### src/rtl/rgmii_rx_ctrl.sv
// RGMII receive sequencer: IDDR reset release, preamble/SFD strip, byte framing and statistics.
// Defining RGMII_INBAND_STATUS_EN adds in-band link status decode between frames.
module rgmii_rx_ctrl #(
  parameter int IDDR_RST_CYCLES = 16,
  parameter int MAX_FRAME_LEN   = 1518,
  parameter int MAX_PREAMBLE    = 7
) (
  input  logic        clk,
  input  logic        rst_n,
  output logic        iddr_rst,
  input  logic [3:0]  rxd_q0,
  input  logic [3:0]  rxd_q1,
  input  logic        rxctl_q0,
  input  logic        rxctl_q1,
  output logic [7:0]  out_data,
  output logic        out_valid,
  output logic        out_sof,
  output logic        out_eof,
  output logic        out_err,
  output logic [15:0] frame_cnt,
  output logic [15:0] drop_cnt,
  output logic [15:0] err_cnt,
  output logic        link_up,
  output logic [1:0]  speed,
  output logic        full_duplex
);

  localparam int            CW         = $clog2(MAX_FRAME_LEN + 1);
  localparam logic [7:0]    RST_LAST_C = 8'(IDDR_RST_CYCLES - 1);
  localparam logic [7:0]    MAX_PRE_C  = 8'(MAX_PREAMBLE);
  localparam logic [CW-1:0] MAX_LEN_C  = CW'(MAX_FRAME_LEN);
  localparam logic [7:0]    PRE_BYTE_C = 8'h55;
  localparam logic [7:0]    SFD_BYTE_C = 8'hD5;

  typedef enum logic [1:0] {
    IDLE = 2'd0,
    PRE  = 2'd1,
    DATA = 2'd2,
    DROP = 2'd3
  } state_t;

  function automatic logic [15:0] sat_inc(input logic [15:0] v);
    return (v == 16'hFFFF) ? v : v + 16'd1;
  endfunction

  logic          iddr_rst_r;
  logic [7:0]    rst_cnt_r;
  logic          dv_r, er_r;
  logic [7:0]    byte_r;
  state_t        state_r, state_s;
  logic [7:0]    pcnt_r, pcnt_s;
  logic [CW-1:0] bcnt_r, bcnt_s;
  logic [7:0]    hold_r, hold_s;
  logic          bad_r, bad_s;
  logic [7:0]    data_r, data_s;
  logic          valid_r, valid_s, sof_r, sof_s, eof_r, eof_s, err_r, err_s;
  logic          inc_frame_s, inc_drop_s, inc_err_s;
  logic [15:0]   frame_cnt_r, drop_cnt_r, err_cnt_r;

  // IDDR reset settle counter: one-shot release after rst_n deasserts
  always_ff @(posedge clk or negedge rst_n) begin
    if (!rst_n) begin
      iddr_rst_r <= 1'b1;
      rst_cnt_r  <= 8'd0;
    end else if (iddr_rst_r) begin
      if (rst_cnt_r == RST_LAST_C) iddr_rst_r <= 1'b0;
      else                         rst_cnt_r  <= rst_cnt_r + 8'd1;
    end
  end

  // input capture, masked while the IDDRs are still in reset
  always_ff @(posedge clk or negedge rst_n) begin
    if (!rst_n) begin
      dv_r   <= 1'b0;
      er_r   <= 1'b0;
      byte_r <= 8'd0;
    end else begin
      dv_r   <= rxctl_q0 & ~iddr_rst_r;
      er_r   <= (rxctl_q0 ^ rxctl_q1) & ~iddr_rst_r;
      byte_r <= iddr_rst_r ? 8'd0 : {rxd_q1, rxd_q0};
    end
  end

  // next-state, holding register and output beat decode
  always_comb begin
    state_s     = state_r;
    pcnt_s      = pcnt_r;
    bcnt_s      = bcnt_r;
    hold_s      = hold_r;
    bad_s       = bad_r;
    data_s      = 8'd0;
    valid_s     = 1'b0;
    sof_s       = 1'b0;
    eof_s       = 1'b0;
    err_s       = 1'b0;
    inc_frame_s = 1'b0;
    inc_drop_s  = 1'b0;
    inc_err_s   = 1'b0;
    if (iddr_rst_r) begin
      state_s = IDLE;
    end else begin
      case (state_r)
        IDLE: begin
          if (!dv_r) begin
            state_s = IDLE;
          end else if (byte_r == PRE_BYTE_C) begin
            state_s = PRE;
            pcnt_s  = 8'd1;
          end else if (byte_r == SFD_BYTE_C) begin
            state_s = DATA;
            bcnt_s  = '0;
            bad_s   = 1'b0;
          end else begin
            state_s    = DROP;
            inc_drop_s = 1'b1;
          end
        end
        PRE: begin
          if (!dv_r) begin
            state_s    = IDLE;
            inc_drop_s = 1'b1;
          end else if (er_r) begin
            state_s    = DROP;
            inc_drop_s = 1'b1;
          end else if (byte_r == PRE_BYTE_C && pcnt_r < MAX_PRE_C) begin
            pcnt_s = pcnt_r + 8'd1;
          end else if (byte_r == SFD_BYTE_C) begin
            state_s = DATA;
            bcnt_s  = '0;
            bad_s   = 1'b0;
          end else begin
            state_s    = DROP;
            inc_drop_s = 1'b1;
          end
        end
        DATA: begin
          // the held byte is only known to be last once dv falls or the limit is hit
          if (!dv_r) begin
            state_s = IDLE;
            if (bcnt_r == '0) begin
              inc_drop_s = 1'b1;
            end else begin
              valid_s     = 1'b1;
              data_s      = hold_r;
              sof_s       = (bcnt_r == CW'(1));
              eof_s       = 1'b1;
              err_s       = bad_r;
              inc_err_s   = bad_r;
              inc_frame_s = ~bad_r;
            end
          end else if (bcnt_r == MAX_LEN_C) begin
            state_s   = DROP;
            valid_s   = 1'b1;
            data_s    = hold_r;
            sof_s     = (bcnt_r == CW'(1));
            eof_s     = 1'b1;
            err_s     = 1'b1;
            inc_err_s = 1'b1;
          end else begin
            hold_s = byte_r;
            bcnt_s = bcnt_r + CW'(1);
            bad_s  = bad_r | er_r;
            if (bcnt_r != '0) begin
              valid_s = 1'b1;
              data_s  = hold_r;
              sof_s   = (bcnt_r == CW'(1));
            end else begin
              valid_s = 1'b0;
            end
          end
        end
        DROP: begin
          if (!dv_r) state_s = IDLE;
          else       state_s = DROP;
        end
        default: state_s = IDLE;
      endcase
    end
  end

  // FSM state, registered output beat and saturating statistics
  always_ff @(posedge clk or negedge rst_n) begin
    if (!rst_n) begin
      state_r     <= IDLE;
      pcnt_r      <= 8'd0;
      bcnt_r      <= '0;
      hold_r      <= 8'd0;
      bad_r       <= 1'b0;
      data_r      <= 8'd0;
      valid_r     <= 1'b0;
      sof_r       <= 1'b0;
      eof_r       <= 1'b0;
      err_r       <= 1'b0;
      frame_cnt_r <= 16'd0;
      drop_cnt_r  <= 16'd0;
      err_cnt_r   <= 16'd0;
    end else begin
      state_r <= state_s;
      pcnt_r  <= pcnt_s;
      bcnt_r  <= bcnt_s;
      hold_r  <= hold_s;
      bad_r   <= bad_s;
      data_r  <= data_s;
      valid_r <= valid_s;
      sof_r   <= sof_s;
      eof_r   <= eof_s;
      err_r   <= err_s;
      if (inc_frame_s) frame_cnt_r <= sat_inc(frame_cnt_r);
      if (inc_drop_s)  drop_cnt_r  <= sat_inc(drop_cnt_r);
      if (inc_err_s)   err_cnt_r   <= sat_inc(err_cnt_r);
    end
  end

  assign iddr_rst  = iddr_rst_r;
  assign out_data  = data_r;
  assign out_valid = valid_r;
  assign out_sof   = sof_r;
  assign out_eof   = eof_r;
  assign out_err   = err_r;
  assign frame_cnt = frame_cnt_r;
  assign drop_cnt  = drop_cnt_r;
  assign err_cnt   = err_cnt_r;

`ifdef RGMII_INBAND_STATUS_EN
  logic       link_up_r;
  logic [1:0] speed_r;
  logic       full_duplex_r;

  // in-band status is only meaningful on an idle, error-free line
  always_ff @(posedge clk or negedge rst_n) begin
    if (!rst_n) begin
      link_up_r     <= 1'b0;
      speed_r       <= 2'd0;
      full_duplex_r <= 1'b0;
    end else if (state_r == IDLE && !dv_r && !er_r && !iddr_rst_r) begin
      link_up_r     <= byte_r[0];
      speed_r       <= byte_r[2:1];
      full_duplex_r <= byte_r[3];
    end
  end

  assign link_up     = link_up_r;
  assign speed       = speed_r;
  assign full_duplex = full_duplex_r;
`else
  assign link_up     = 1'b0;
  assign speed       = 2'd0;
  assign full_duplex = 1'b0;
`endif

endmodule

### config.mk
export PLATFORM = sky130hd
export DESIGN_NAME = rgmii_rx_ctrl
export DESIGN_NICKNAME = d
export VERILOG_FILES = /design/src/rtl/rgmii_rx_ctrl.sv
export SDC_FILE = /design/constraint.sdc
export NUM_CORES = 1
export LEC_CHECK = 0
export BUFFER_PORTS_ARGS = -buffer_cell sky130_fd_sc_hd__buf_2
export CORE_MARGIN = 3
export CORE_UTILIZATION = 30
export DETAILED_ROUTE_END_ITERATION = 12
export HOLD_SLACK_MARGIN = 0.05
export SETUP_SLACK_MARGIN = 0.15
export SYNTH_ARGS = -nofsm -noshare
export SYNTH_HDL_FRONTEND = slang
export SYNTH_SLANG_ARGS = --single-unit
export TNS_END_PERCENT = 1
### constraint.sdc
create_clock -name clk -period 2.75 [get_ports clk]
set_input_delay 0.1375 -clock clk [delete_from_list [all_inputs] [get_ports clk]]
set_output_delay 0.1375 -clock clk [all_outputs]
set_load 0.01 [all_outputs]
==> results.py <==
metrics = {
    "routing": {
        "remaining_drc_errors": 0,
        "detail_route.vias_per_cell": 4.91,
        "detail_route.iter0.violations": 296,
        "final_antenna_net_count": 0,
        "route.vias.total": 3761,
        "drt_pre_antenna_iters": 4,
        "wirelength_um": 11000,
        "route.detailed.wl_per_inst_um": 14.3,
    },
    "die": {
        "core_footprint_um2": 16600,
        "ios": 77,
        "dieArea_um2": 18600,
        "floorplan.initialDensity": 0.307,
        "die_w_um": 136,
        "placement_row_count": 47,
        "die_height_um": 136,
    },
    "worst_hold_path": {
        "min-delay-path-class": "input port to asynchronous set/reset pin",
    },
    "clocking": {
        "numCtsBuffers": 9,
        "cts_htree_levels": 3,
        "clock_tree_from_tritoncts": "yes",
        "clock_insertion_delay_worst_skew_ns": 0.36,
        "cts_setup_buffers": 0,
        "cts.reportedPaths.clkPinSlew_ns": 0.08,
        "clock_tree.root_cell": "clkbuf_16",
        "cts_num_sinks": 109,
        "post_cts_resized": 0,
        "clockBufferDepth": 2,
    },
    "pwr": {
        "comb_power_share": 0.154,
        "netSwitchingPower_mw": 1.13,
        "power.total_mw": 3.92,
        "power.internal_mw": 2.80,
        "power.clock.fraction": 0.356,
        "power_frac_seq": 0.491,
        "sw_ratio": 0.287,
        "leakage_nw": 2.95,
        "power-per-cell-area_nw_per_um2": 638,
        "vdd_drop_max_v": 0.000310,
    },
    "worst_setup_path": {
        "worst_ep_required_time_ns": 2.98,
        "cp_cell_sequence": "inv_1, ha_1, nand4bb_1, o31ai_1, a211o_1, or4_1, a21oi_1",
        "critPathKind": "flip-flop to flip-flop",
        "worst_path_largest_cell_delay_ns": 0.59,
        "worstPathMaxFanout": 11,
        "crit_arrival_ns": 2.47,
        "timing.critical_path.slowest_stage_cell": "o31ai_1",
        "timing.critical_path.from_type": "flip-flop",
        "cp-end-kind": "flip-flop",
    },
    "sta": {
        "slew_violations": 0,
        "total_of_endpoints_with_negative_setup_slack_in_the_final_report": 0,
        "final.setup_skew_ns": 0.00937,
        "unrepaired_setup_endpoints_after_global_routing": "no",
        "final_min_period_over_clock_period": 0.813,
        "maxSlewHeadroom": 0.550,
        "report.final.hold_viol_count": 0,
        "worst_pin_slew_ns": 0.673,
        "worst_hold_slack_ns": 0.395,
        "finalWorstPathRequiredPeriod_ns": 2.24,
        "tns_ns": 0,
        "maxClockFrequency_mhz": 447,
    },
    "job": {
        "cap_violations": 0,
    },
    "synthesis": {
        "seq_area_frac_synth": 0.535,
        "syn_area_um2": 5100,
        "share_of_synthesized_flip_flops_with_an_asynchronous_set_or_reset": 1.00,
        "synth_cell_type_count": 62,
        "dominantRegCellSynth": "dfrtp_1",
        "yosysTopAreaCell": "dfrtp_1",
        "synth-edff-count": 0,
        "synthTopCellsByArea": "dfrtp_1 (53%), xnor2_1 (6.0%), xor2_1 (3.3%)",
        "post_synth.cell_area_avg_um2": 11.2,
        "synth_warnings": 0,
        "synth_largest_type_area_fraction": 0.530,
        "register_bit_count_reported_by_yosys": 109,
        "synth_cells": 457,
    },
    "layout": {
        "areaGrowthSynthToFinish_pct": 20.5,
        "num_antenna_cells": 0,
        "nFillCells": 1646,
        "drive_above_1_share": 0.218,
        "post-route-cell-area_um2": 6150,
        "final_core_util": 0.369,
        "layout.nets": 562,
    },
    "run_status": {
        "status": "finished, final reports clean",
    },
    "placed_design": {
        "dp_hpwl_um": 7540,
        "port_buffers": 72,
        "dpl-instance-area_um2": 5700,
        "place_congestion": 0.844,
    },
    "grt": {
        "grt_remaining_overflow": 0,
        "grt_first_pass_wirelength_um": 18200,
        "pin_count_of_the_biggest_net_entering_global_routing": 110,
        "grt.total_usage": 0.122,
        "initial_antenna_violation_count": 0,
        "grt_pass1_vias": 3717,
    },
}
-- power by group through the flow --
| stage | Clock [mW] | Combinational [mW] | Sequential (mW) |
|---|---|---|---|
| 6_report | 1.39 | 0.604 | 1.92 |
| 2_1_floorplan | 0 | 0.323 | 1.97 |
| 4_1_cts | 1.45 | 0.618 | 1.93 |
| 5_1_grt | 1.53 | 0.678 | 1.95 |
| 3_5_place_dp | 0 | 0.600 | 1.95 |
| 3_3_place_gp | 0 | 0.584 | 1.94 |
-- synthesized netlist by cell type (all sizes together) (6+ instances only) --
library cell and count:
and2 12, xor2 19, nand2 31, nor4 6
nand3 12, nor2b 15, and3 20, dfrtp 108
o21ai 7, nor2 23, buf 11, xnor2 35
o2111ai 9, inv 12, nor3 11, nand4 24
or4 6, clkbuf 8, ha 9, o211ai 8
a21oi 15, mux2 11
-- layout by cell type, fill, tap and decap left out, drive strengths merged, types with 3 or more instances in the layout --
cell type and instances:
a2111oi 5, and3 20, nor4 6, buf 77, and2 12, a21oi 15, nand3 12, o211ai 8
or4 6, nand4 24, ha 9, xnor2 35, clkbuf 10, xor2 19, nor2b 15, mux2 11
dlygate4sd3 12, conb 4, nand2 31, nor3 11, o21ai 7, nor2 23, inv 15, dfrtp 108
or3 3, o2111ai 9, and4 5
-- worst max-delay path, delay by kind of cell (launching register included) --
family,cells,cell delay [ns]
AOI/OAI and AO/OA,3,1.08
DFF,1,0.45
and+or+nand+nor,2,0.33
adders and majority gates,1,0.15
buffers and inverters,1,0.11
-- what timing repair did --
action,in CTS,in global routing
hold endpoints to repair,118,0
endpoints found under the setup margin,0,0
hold buffers,12,0
-- path summary, 6_finish.rpt --
kind | endpoint | start | cells after the start | slack [ns]
min | rst_cnt_r[2] | rst_n | 3 | 0.40
min reg2reg | out_data[6] | hold_r[6] | 1 | 0.48
max in group asynchronous | drop_cnt[5] | rst_n | 3 | 1.92
max | bcnt_r[7] | bcnt_r[0] | 7 | 0.51
min in group clk | out_data[6] | hold_r[6] | 1 | 0.48
max reg2reg | bcnt_r[7] | bcnt_r[0] | 7 | 0.51
-- metrics by stage --
stage / instances / setup slack (ns)
2_1_floorplan: 460 / 0.706
3_3_place_gp: 738 / 0.641
3_5_place_dp: 738 / 0.584
4_1_cts: 766 / 0.566
5_1_grt: 766 / 0.378
6_report: 766 / 0.514
-- flip-flops by register name, summed over array words and instances, names as in the netlist, 11 cells and up --
register   count
drop_cnt      16
bcnt_r        11
frame_cnt     16
err_cnt       16
-- metal layers --
metal / track usage / share of wire
met4: 0.0554 / 0.025
met2: 0.195 / 0.47
met3: 0.0270 / 0.040
met1: 0.158 / 0.46
met5: 0 / 0
-- cell families after synthesis --
| kind of cell | Yosys count | share of synthesized area |
|---|---|---|
| buf+inv | 31 | 0.0292 |
| flops | 109 | 0.535 |
| fa+ha+maj | 9 | 0.0221 |
| xor+xnor | 54 | 0.0927 |
| simple gates | 179 | 0.205 |
| other cells | 1 | 0.000735 |
| compound gates | 63 | 0.0910 |
| mux | 11 | 0.0250 |
-- cell type report --
type                    instances  area (µm²)  area share
flip-flops and latches        109        2730       0.444
repair buffers                 89         533      0.0867
multi-input cells             320        2240       0.364
inverters                      12        45.0     0.00733
clock buffers                  10         239      0.0389
well taps                     220         275      0.0448
clock inverters                 6        88.8      0.0145
Note: power is estimated with default switching activity, not from simulation.
